[config.mk]
export PLATFORM = sky130hd
export DESIGN_NAME = edge_trig_decoder
export DESIGN_NICKNAME = d
export VERILOG_FILES = /design/src/rtl/edge_trig_decoder.sv
export SDC_FILE = /design/constraint.sdc
export NUM_CORES = 1
export LEC_CHECK = 0
export CORE_MARGIN = 2
export CORE_UTILIZATION = 25
export CTS_CLUSTER_DIAMETER = 200
export DETAILED_ROUTE_END_ITERATION = 16
export PLACE_DENSITY = 0.43
export RECOVER_POWER = 100
export SETUP_SLACK_MARGIN = 0.2
export SYNTH_ARGS = -nofsm -noshare
export SYNTH_HDL_FRONTEND = slang
export SYNTH_SLANG_ARGS = --single-unit
[constraint.sdc]
create_clock -name CLK -period 3.2 [get_ports CLK]
set_input_delay 0.64 -clock CLK [delete_from_list [all_inputs] [get_ports CLK]]
set_output_delay 0.64 -clock CLK [all_outputs]
set_load 0.03 [all_outputs]
[src/rtl/edge_trig_decoder.sv]
// edge_trig_decoder: receive end of the edge-trigger sum/difference stream.
// Recovers operand A from XOUT/B/SEL, flags words whose path choice does not
// agree with A > B, and queues {A, ERR} in a DEPTH-entry FIFO for the consumer.
// Optional error statistics (ERR_CNT/CLR_STATS) are built when the macro
// EDGE_TRIG_DEC_STATS_EN is defined.
module edge_trig_decoder #(
    parameter int unsigned NBITS = 8,
    parameter int unsigned DEPTH = 4
`ifdef EDGE_TRIG_DEC_STATS_EN
    ,
    parameter int unsigned CNT_BITS = 16
`endif
) (
    input  logic             CLK,
    input  logic             RST,
    input  logic             IN_VALID,
    output logic             IN_READY,
    input  logic [NBITS-1:0] XOUT,
    input  logic [NBITS-1:0] B,
    input  logic             SEL,
    output logic             OUT_VALID,
    input  logic             OUT_READY,
    output logic [NBITS-1:0] A,
    output logic             ERR
`ifdef EDGE_TRIG_DEC_STATS_EN
    ,
    output logic [CNT_BITS-1:0] ERR_CNT,
    input  logic                CLR_STATS
`endif
);

    localparam int unsigned PW = $clog2(DEPTH);
    localparam int unsigned CW = PW + 1;
    localparam logic [CW-1:0] DEPTH_C = CW'(DEPTH);

    typedef enum logic [1:0] {
        OCC_EMPTY,
        OCC_PARTIAL,
        OCC_FULL
    } occ_e;

    logic [NBITS-1:0] a_rec;
    logic             err_rec;
    logic             push;
    logic             pop;
    occ_e             occ;

    logic [NBITS-1:0] mem_a [DEPTH];
    logic             mem_e [DEPTH];

    logic [PW-1:0]    wr_ptr_q, wr_ptr_d;
    logic [PW-1:0]    rd_ptr_q, rd_ptr_d;
    logic [CW-1:0]    count_q,  count_d;

    // Decode the incoming word and check the path choice against A > B.
    always_comb begin
        a_rec   = SEL ? (XOUT - B) : (XOUT + B);
        err_rec = SEL ? !(a_rec > B) : (a_rec > B);
    end

    // Occupancy class and handshakes; ready depends only on registered count.
    always_comb begin
        occ = OCC_PARTIAL;
        if (count_q == '0) begin
            occ = OCC_EMPTY;
        end else if (count_q == DEPTH_C) begin
            occ = OCC_FULL;
        end
        IN_READY  = !RST && (occ != OCC_FULL);
        OUT_VALID = (occ != OCC_EMPTY);
        push      = IN_VALID && IN_READY;
        pop       = OUT_VALID && OUT_READY;
        A         = OUT_VALID ? mem_a[rd_ptr_q] : '0;
        ERR       = OUT_VALID ? mem_e[rd_ptr_q] : 1'b0;
    end

    // Next-state for pointers and count.
    always_comb begin
        wr_ptr_d = wr_ptr_q;
        rd_ptr_d = rd_ptr_q;
        count_d  = count_q;
        if (push) begin
            wr_ptr_d = wr_ptr_q + PW'(1);
        end
        if (pop) begin
            rd_ptr_d = rd_ptr_q + PW'(1);
        end
        case ({push, pop})
            2'b10:   count_d = count_q + CW'(1);
            2'b01:   count_d = count_q - CW'(1);
            default: count_d = count_q;
        endcase
    end

    // FIFO occupancy state; async reset drops all queued words.
    always_ff @(posedge CLK or posedge RST) begin
        if (RST) begin
            wr_ptr_q <= '0;
            rd_ptr_q <= '0;
            count_q  <= '0;
        end else begin
            wr_ptr_q <= wr_ptr_d;
            rd_ptr_q <= rd_ptr_d;
            count_q  <= count_d;
        end
    end

    // Storage array; contents are masked by OUT_VALID so no reset is needed.
    always_ff @(posedge CLK) begin
        if (push) begin
            mem_a[wr_ptr_q] <= a_rec;
            mem_e[wr_ptr_q] <= err_rec;
        end
    end

`ifdef EDGE_TRIG_DEC_STATS_EN
    logic [CNT_BITS-1:0] err_cnt_q, err_cnt_d;

    // Saturating error counter; clear takes priority over an increment.
    always_comb begin
        err_cnt_d = err_cnt_q;
        if (CLR_STATS) begin
            err_cnt_d = '0;
        end else if (push && err_rec && (err_cnt_q != '1)) begin
            err_cnt_d = err_cnt_q + CNT_BITS'(1);
        end
    end

    // Error counter register.
    always_ff @(posedge CLK or posedge RST) begin
        if (RST) begin
            err_cnt_q <= '0;
        end else begin
            err_cnt_q <= err_cnt_d;
        end
    end

    assign ERR_CNT = err_cnt_q;
`endif

endmodule
==> results.py, run 1 <==
metrics = {
    "run_status": {
        "outcome": "finished clean",
    },
    "clocking": {
        "cts_buffers": 5,
        "cts-root-buf": "clkbuf_8",
        "clock_latency_ns": 0.29,
        "clock-sinks": 43,
        "htreeDepth": 2,
        "cts_tree": "built",
        "clkSlewWorstSetupHoldPaths_ns": 0.08,
        "clock_path_buffers": 2,
        "ctsHoldBuffers": 0,
    },
    "routing": {
        "drt_iter0_drc": 122,
        "via_count": 1592,
        "routed_via_density": 4.09,
        "post-route-drc-count": 0,
        "wirelength_um": 4940,
        "wl_met3_um": 137,
        "drt-met1-wl_um": 2190,
        "firstDrtPassIters": 3,
        "wl_per_cell_um": 12.7,
        "drt.antenna.violating_nets": 0,
        "top_layer": "met4",
        "wl_met2_um": 2520,
    },
    "pwr": {
        "internal-power_uw": 1440,
        "power_leakage_uw": 0.00133,
        "power_frac_seq_pct": 35.9,
        "power_uw": 2290,
        "p_switching_uw": 845,
        "power.density_nw_per_um2": 676,
        "p_comb_share_pct": 50.2,
        "clkPwrFrac_pct": 13.9,
        "swShare_pct": 36.9,
        "peakVddDrop_v": 0.000272,
    },
    "critical_path": {
        "worstPathRequired_ns": 3.24,
        "critPathKind": "input port to register",
        "cp-endpoint": "mem_e[0]",
        "critPathCaptureType": "register",
        "worstSetupStartpointType": "input port",
        "r2r_end": "count_q[2]",
        "crit_start": "B[1]",
        "cp.arrival_ns": 3.15,
        "crit-reg2reg-launch": "count_q[0]",
        "reg2reg_slack_ns": 1.01,
        "worstPathMaxFanout": 4,
        "worstRegToRegCells": 8,
    },
    "sta": {
        "setup-violations-final": 0,
        "hold_viol_final": 0,
        "slew_headroom_pct": 64.7,
        "skew_ns": 0.00806,
        "slew_violations": 0,
        "finalCritPeriodShare_pct": 97.3,
        "grt_setup_unrepaired": "yes",
        "worst_pin_slew_ns": 0.529,
        "period_minus_slack_ns": 3.11,
        "fmax_mhz": 321,
    },
    "layout": {
        "area_delta_synth_final_pct": 38.7,
        "diodes": 0,
        "regArea_um2": 1260,
        "multi_input_area_um2": 1190,
        "fillers": 987,
        "final_common_cell": "edfxtp_1",
        "final_cell_mix": "edfxtp_1 (36), buf_4 (29), inv_1 (18), ha_1 (18)",
        "drive_gt1_share_pct": 30.9,
        "nets": 300,
        "fin_cells": 389,
    },
    "global_routing": {
        "grt_pass1_vias": 1758,
        "grt_overflow": 0,
        "grt_max_degree": 13,
        "grt_usage_pct": 10.4,
        "grt_pass1_wl_um": 8290,
        "grt_antenna_before_repair": 0,
    },
    "floorplan": {
        "coreArea_um2": 9640,
        "die_x_um": 103,
        "dieHeight_um": 103,
        "die_area_um2": 10600,
        "io_pins": 32,
        "placementRows": 36,
        "initial_core_util_pct": 25.3,
    },
    "yosys": {
        "ys.flop_type": "edfxtp_1",
        "ys_types": 39,
        "yosysSeqAreaShare_pct": 51.5,
        "synth_nets": 226,
        "ys_async_sr_fraction_pct": 16.3,
        "ys_seq_elements": 43,
        "synth_cells": 182,
        "mappedNetlistArea_um2": 2440,
        "synth_edf_count": 36,
        "synth_area_per_cell_um2": 13.4,
        "ys_warn_count": 0,
    },
    "placement": {
        "dpl.hpwl_um": 3710,
        "gp_congestion": 0.760,
        "numPortBuffers": 31,
        "placed_cells": 374,
    },
    "worst_hold_path": {
        "hp-class": "register to register",
        "min_from": "count_q[2]",
    },
    "flow_run": {
        "drv_cap": 0,
    },
}
[sequential cells by signal (all words and copies together), names as in the netlist]
signal,count
mem_a,32
rd_ptr_q,2
mem_e,4
count_q,3
wr_ptr_q,2
[worst min path at each step]
stage,endpoint,cells past startpoint
finish,count_q[2],1
floorplan,count_q[0],1
CTS,count_q[1],2
global placement,count_q[1],2
detailed placement,count_q[1],2
global route,count_q[2],1
[cell usage after synthesis (3+ instances only)]
cell type,instances,area (µm²)
a21oi_1,3,15.0
a31oi_1,4,25.0
and2_1,11,68.8
and3_1,4,25.0
dfrtp_1,7,175
edfxtp_1,36,1080
ha_1,21,263
inv_1,22,82.6
mux4_2,9,203
nand2_1,5,18.8
nor2_1,5,18.8
nor2b_1,3,18.8
xnor2_1,14,123
xor2_1,6,52.6
[area by class of cell]
class                           instances  area share [%]
Timing Repair Buffer                   71            17.6
Sequential cell                        43            37.1
Clock buffer                            5            2.03
Clock inverter                          2           0.259
Multi-Input combinational cell        113            35.3
Inverter                               22            2.81
Tap cell                              133            4.92
[worst max-delay path, stage by stage]
cell and delay (ns):
buf_12 0.11, buf_6 0.11, nor3_4 0.18, nor2_2 0.08, xnor2_2 0.13, ha_1 0.33
nand3_1 0.08, nand2_1 0.05, a41o_1 0.23, o41ai_2 0.24, xnor2_1 0.14, ha_1 0.30
nand4_1 0.13, a21oi_2 0.15, o22ai_2 0.09, xnor2_2 0.16
[through the flow]
stage               setup TNS, ns  area (µm²)  hold WS (ns)  worst slack (ns)  util (%)
floorplan                  -0.307        2480         0.443           -0.0767         -
global placement            -5.02        3170         0.497            -0.872      32.9
detailed placement          -5.37        3170         0.505            -0.926      32.9
CTS                             0        3390         0.525            0.0684      35.2
global route               -0.424        3380         0.529            -0.106      35.1
finish                          0        3380         0.509            0.0865      35.1
[cell families after synthesis]
logic type,count (synthesis),synth area share (%)
DFF,43,51.5
xor gates and xnor gates,20,7.18
adders and majority gates,23,12.4
buffers and inverters,26,4.36
muxes,10,8.77
and+or+nand+nor,38,8.82
AOI/OAI and AO/OA,22,6.97
[per-layer routing]
metal  GRT usage [%]  vias up
met4            3.64        0
met3            1.83        6
met2            19.1       30
met1            12.1      751
li1                -      805
met5               0        -
[timing repair]
| item | CTS | global route |
|---|---|---|
| resized for setup | 39 | 7 |
| gates cloned | 0 | 0 |
| setup endpoints to repair | 12 | 4 |
| buffers inserted | 7 | 1 |
| pin swaps | 25 | 12 |
[power by group through the flow]
stage / registers (µW) / logic [µW] / clock network (µW)
2_1_floorplan: 798 / 785 / 0
3_3_place_gp: 838 / 1180 / 0
3_5_place_dp: 837 / 1180 / 0
4_1_cts: 827 / 1230 / 327
5_1_grt: 835 / 1280 / 356
6_report: 822 / 1150 / 317
Note: power is estimated with default switching activity, not from simulation.
==> run 2: changes to the inputs <==
--- a/config.mk
+++ b/config.mk
@@ -9,7 +9,7 @@
 export CORE_UTILIZATION = 25
 export CTS_CLUSTER_DIAMETER = 200
 export DETAILED_ROUTE_END_ITERATION = 16
-export PLACE_DENSITY = 0.43
+export PLACE_DENSITY = 0.45
 export RECOVER_POWER = 100
 export SETUP_SLACK_MARGIN = 0.2
 export SYNTH_ARGS = -nofsm -noshare
==> constraint.sdc (replaced) <==
create_clock -name CLK -period 2.55 [get_ports CLK]
set_input_delay 0.51 -clock CLK [delete_from_list [all_inputs] [get_ports CLK]]
set_output_delay 0.51 -clock CLK [all_outputs]
set_load 0.03 [all_outputs]
==> results.py, run 2 (same netlist as run 1, synthesis figures left out) <==
metrics = {
    "run_status": {
        "outcome": "complete, but fails checks",
        "violations": "setup timing",
    },
    "sta": {
        "period_minus_slack_ns": 3.03,
        "grt_setup_unrepaired": "yes",
        "fin_setup_tns_ns": -3.61,
        "finalCritPeriodShare_pct": 119,
        "fmax_mhz": 330,
        "skew_ns": 0.00422,
        "slew_headroom_pct": 55.6,
        "final.setup.worst_slack_ns": -0.483,
        "slew_violations": 0,
        "hold_viol_final": 0,
        "worst_pin_slew_ns": 0.666,
        "setup-violations-final": 8,
        "holdWs_ns": 0.499,
    },
    "layout": {
        "final_common_cell": "edfxtp_1",
        "drive_gt1_share_pct": 38.5,
        "utilization_pct": 37.3,
        "largestRegisters": "mem_a: 32 flops, mem_e: 4 flops, count_q: 3 flops",
        "final_cell_mix": "edfxtp_1 (36), buf_4 (33), inv_1 (17)",
        "regMostFlops": "mem_a",
        "nets": 316,
        "area_delta_synth_final_pct": 47.3,
        "diodes": 0,
        "largest_reg_flops": 32,
    },
    "floorplan": {
        "dieHeight_um": 103,
        "initial_core_util_pct": 25.3,
        "die_x_um": 103,
        "die_area_um2": 10600,
        "placementRows": 36,
        "coreArea_um2": 9640,
        "io_pins": 32,
    },
    "routing": {
        "wirelength_um": 5070,
        "wl_per_cell_um": 12.5,
        "wl_met3_um": 221,
        "drt_iter0_drc": 62,
        "drt.antenna.violating_nets": 0,
        "routed_via_density": 4.12,
        "firstDrtPassIters": 4,
        "wl_met2_um": 2540,
        "via_count": 1674,
        "post-route-drc-count": 0,
        "top_layer": "met4",
        "drt-met1-wl_um": 2230,
    },
    "flow_run": {
        "drv_cap": 0,
    },
    "critical_path": {
        "path_common_cell": "xnor2_1",
        "cpPeakStageDelay_ns": 0.32,
        "crit-reg2reg-launch": "count_q[0]",
        "critPathSlowestCell": "ha_1",
        "critPathCaptureType": "register",
        "worstSetupStartpointType": "input port",
        "worstPathRequired_ns": 2.59,
        "crit_chain": "buf_12 > buf_6 > nor3_4 > nor2_1 > xnor2_1 > ha_1 > nand3_1 > nand2_1 > a41o_1 > o41ai_2 > xnor2_1 > ha_1 > nand4_1 > a21oi_1 > o22ai_1 > xnor2_1 > buf_4",
        "critPathKind": "input port to register",
        "cp.arrival_ns": 3.08,
        "reg2reg_slack_ns": 0.35,
        "r2r_end": "count_q[2]",
        "worstPathMaxFanout": 4,
        "worstRegToRegCells": 8,
        "crit_start": "B[1]",
    },
    "pwr": {
        "p_switching_uw": 1110,
        "power.density_nw_per_um2": 842,
        "clkPwrFrac_pct": 13.3,
        "power_leakage_uw": 0.00145,
        "swShare_pct": 36.6,
        "internal-power_uw": 1920,
        "peakVddDrop_v": 0.000381,
        "power_frac_seq_pct": 33.3,
        "p_comb_share_pct": 53.5,
    },
    "placement": {
        "numPortBuffers": 31,
        "gp_congestion": 0.719,
        "dpl.hpwl_um": 3850,
    },
    "worst_hold_path": {
        "hold_end": "count_q[2]",
        "hp-class": "register to register",
        "min_from": "count_q[2]",
        "min_delay_path_depth": 1,
    },
    "clocking": {
        "clkSlewWorstSetupHoldPaths_ns": 0.07,
        "clock_latency_ns": 0.29,
        "cts_tree": "built",
        "cts_buffers": 5,
        "clock_path_buffers": 2,
        "htreeDepth": 2,
        "clock-sinks": 43,
        "cts-root-buf": "clkbuf_8",
        "ctsHoldBuffers": 0,
    },
    "global_routing": {
        "grt_pass1_vias": 1770,
        "grt_usage_pct": 10.5,
        "grt_antenna_before_repair": 0,
        "grt_pass1_wl_um": 8410,
        "grt_overflow": 0,
        "grt_max_degree": 13,
    },
}
run 2: how the worst max path moves through the flow:
stage | endpoint | cells past startpoint
4_1_cts | mem_e[3] | 17
3_3_place_gp | mem_e[0] | 15
6_report | mem_e[0] | 17
3_5_place_dp | mem_e[1] | 15
5_1_grt | mem_e[0] | 17
2_1_floorplan | mem_e[0] | 14
run 2: worst max-delay path: cells and delay by family:
family,cells,cell delay (ns)
buffers and inverters,3,0.36
xor gates and xnor gates,3,0.40
and+or+nand+nor,5,0.48
AOI/OAI and AO/OA,4,0.70
adders and majority gates,2,0.63
run 2: through the flow:
step	power (µW)	std cells	cell area, µm²	setup WS, ns
6_report	3030	406	3590	-0.483
5_1_grt	3270	406	3590	-0.585
4_1_cts	3110	403	3580	-0.492
3_5_place_dp	2610	384	3260	-1.47
3_3_place_gp	2600	384	3260	-1.39
2_1_floorplan	1990	182	2480	-0.597
run 2: layout make-up:
type,count,area (µm²)
Clock inverter,1,5.00
Tap cell,133,166
Inverter,22,97.6
Timing Repair Buffer,87,737
Sequential cell,43,1260
Clock buffer,7,76.3
Fill cell,986,6050
Multi-Input combinational cell,113,1250
run 2: power groups by stage:
stage | Clock (µW) | Sequential, µW | Combinational (µW)
after floorplan | 0 | 1000 | 985
after global placement | 0 | 1020 | 1580
after detailed placement | 0 | 1020 | 1590
after CTS | 414 | 1010 | 1680
after global routing | 453 | 1020 | 1790
final | 401 | 1010 | 1620
run 2: timing repair:
action | CTS | global route
setup endpoints to repair | 43 | 19
resized for setup | 83 | 32
pin swaps | 30 | 18
buffers inserted | 11 | 3
hold endpoints to repair | 0 | 0
run 2: metal layers:
layer  global-route usage, %  vias to the layer above
met5                       0                        -
met1                    12.9                      788
met3                    2.31                        7
met2                    18.5                       38
li1                        -                      841
met4                    3.34                        0
==> run 3: changes to the inputs <==
--- a/config.mk
+++ b/config.mk
@@ -10,7 +10,6 @@
 export CTS_CLUSTER_DIAMETER = 200
 export DETAILED_ROUTE_END_ITERATION = 16
 export PLACE_DENSITY = 0.45
-export RECOVER_POWER = 100
 export SETUP_SLACK_MARGIN = 0.2
 export SYNTH_ARGS = -nofsm -noshare
 export SYNTH_HDL_FRONTEND = slang
==> constraint.sdc (replaced) <==
create_clock -name CLK -period 2.55 [get_ports CLK]
set_input_delay 0.3825 -clock CLK [delete_from_list [all_inputs] [get_ports CLK]]
set_output_delay 0.3825 -clock CLK [all_outputs]
set_load 0.03 [all_outputs]
==> results.py, run 3 (same netlist as run 1, synthesis figures left out) <==
metrics = {
    "global_routing": {
        "grt_pass1_vias": 1764,
        "grt_overflow": 0,
        "grt_antenna_before_repair": 0,
        "grt_usage_pct": 10.3,
        "grt_pass1_wl_um": 8280,
        "grt_max_degree": 14,
    },
    "worst_hold_path": {
        "hp-class": "input port to async pin",
    },
    "layout": {
        "largest_reg_flops": 32,
        "fillers": 971,
        "final_cell_mix": "buf_4 (42), edfxtp_1 (36), inv_1 (17)",
        "regArea_um2": 1260,
        "area_delta_synth_final_pct": 47.7,
        "final_common_cell": "buf_4",
        "fin_cells": 404,
        "diodes": 0,
        "multi_input_area_um2": 1260,
        "drive_gt1_share_pct": 39.9,
        "fin_area_um2": 3600,
        "regMostFlops": "mem_a",
        "nets": 314,
        "largestRegisters": "mem_a: 32 flops, mem_e: 4 flops, count_q: 3 flops",
    },
    "critical_path": {
        "worstRegToRegCells": 8,
        "path_common_cell": "ha_4",
        "critPathBufInv": 3,
        "crit_chain": "buf_6 > inv_12 > ha_4 > mux2_4 > inv_2 > ha_4 > a21o_1 > a41o_1 > o41ai_2 > xnor2_1 > ha_1 > nand4_1 > a21oi_2 > o22ai_2 > xnor2_2",
        "critPathSlowestCell": "ha_1",
        "critical_path_depth": 15,
        "worstPathMaxFanout": 4,
        "critPathKind": "input port to register",
        "cp.arrival_ns": 2.99,
        "cpPeakStageDelay_ns": 0.32,
        "critPathTopFamily": "compound AO/OA/AOI/OAI gates",
        "worstSetupStartpointType": "input port",
        "worstPathRequired_ns": 2.59,
        "critPathCaptureType": "register",
    },
    "sta": {
        "finalCritPeriodShare_pct": 116,
        "period_minus_slack_ns": 2.95,
        "worst_pin_slew_ns": 0.519,
        "fmax_mhz": 339,
        "skew_ns": 0.00620,
        "slew_violations": 0,
        "setup-violations-final": 12,
        "fin_setup_tns_ns": -4.01,
        "hold_viol_final": 0,
        "final.setup.worst_slack_ns": -0.400,
        "slew_headroom_pct": 65.4,
        "grt_setup_unrepaired": "yes",
    },
    "clocking": {
        "ctsHoldBuffers": 0,
        "clock-sinks": 43,
        "cts_buffers": 5,
        "clkSlewWorstSetupHoldPaths_ns": 0.08,
        "clock_latency_ns": 0.29,
        "cts_tree": "built",
        "clock_path_buffers": 2,
        "htreeDepth": 2,
        "cts-root-buf": "clkbuf_8",
    },
    "routing": {
        "firstDrtPassIters": 4,
        "via_count": 1661,
        "post-route-drc-count": 0,
        "drt_iter0_drc": 67,
        "routed_via_density": 4.11,
        "wirelength_um": 5140,
        "wl_per_cell_um": 12.7,
        "drt.antenna.violating_nets": 0,
    },
    "placement": {
        "placed_cells": 378,
        "pre_cts_slack_ns": -1.36,
        "postPlaceCellArea_um2": 3220,
        "numPortBuffers": 31,
        "dpl.hpwl_um": 3810,
        "gp_congestion": 0.770,
    },
    "floorplan": {
        "die_area_um2": 10600,
        "initial_core_util_pct": 25.3,
        "coreArea_um2": 9640,
        "placementRows": 36,
        "io_pins": 32,
        "dieHeight_um": 103,
        "die_x_um": 103,
    },
    "pwr": {
        "power_uw": 3090,
        "power.density_nw_per_um2": 858,
        "peakVddDrop_v": 0.000302,
        "power_leakage_uw": 0.00148,
    },
    "run_status": {
        "outcome": "complete, but fails checks",
        "violations": "setup timing",
    },
    "flow_run": {
        "drv_cap": 0,
    },
}
-- run 3: cell count changes in the layout (fill, tap and decap cells not counted), sizes merged --
cell           previous run  this run
buf                      57        58
clkdlybuf4s50            10        12
dlygate4sd2               3        10
dlymetal6s2s              1         2
dlygate4sd3               1         0
clkinv                    1         3
clkbuf                   16         7
clkdlybuf4s15             6         1
-- run 3: path summary, 6_finish.rpt --
check / end / startpoint / slack, ns
setup / recovery: mem_e[0] / B[1] / -0.40
hold / removal: count_q[1] / RST / 0.38
setup reg to reg: count_q[2] / count_q[0] / 0.41
hold reg to reg: count_q[0] / count_q[0] / 0.50
max in group asynchronous: rd_ptr_q[1] / RST / 1.97
min in group CLK: count_q[0] / count_q[0] / 0.50
-- run 3: metal layers --
metal  part of all wire (%)  track usage, %  wire length, µm
met3                    3.4            1.76              174
met5                      0               0                0
met4                    1.4            3.64               73
met2                     50            18.8             2590
met1                     45            12.3             2300
-- run 3: cell type report --
type	instances	area share, %
clock buffer	5	1.91
clock inverter	3	0.417
inverter	22	2.64
multi-input combinational	113	34.9
sequential	43	34.8
tap	133	4.62
timing repair buffer	85	20.7
-- run 3: where the power goes --
part           internal [µW]  switching (µW)  total, µW  leakage, µW
registers                945            59.0       1000     0.000409
clock network            187             219        406    0.0000477
logic                    837             846       1680      0.00102
total                   1970            1120       3090      0.00148
-- run 3: what timing repair did --
action / CTS / global route
setup endpoints to repair: 37 / 13
pin swaps: 23 / 16
buffers inserted: 16 / 2
resized for setup: 62 / 16
-- run 3: stage by stage --
step | hold slack [ns] | util, %
2_1_floorplan | 0.186 | -
3_3_place_gp | 0.495 | 33.4
3_5_place_dp | 0.491 | 33.4
4_1_cts | 0.380 | 36.6
5_1_grt | 0.416 | 37.4
6_report | 0.375 | 37.4
-- run 3: worst register-to-register path, stage by stage (launching register included) --
cell     delay, ns
dfrtp_1       0.41
or3_1         0.54
and2_1        0.28
ha_1          0.22
inv_1         0.07
fa_1          0.17
xor2_1        0.14
nor2_1        0.07
xor2_1        0.13
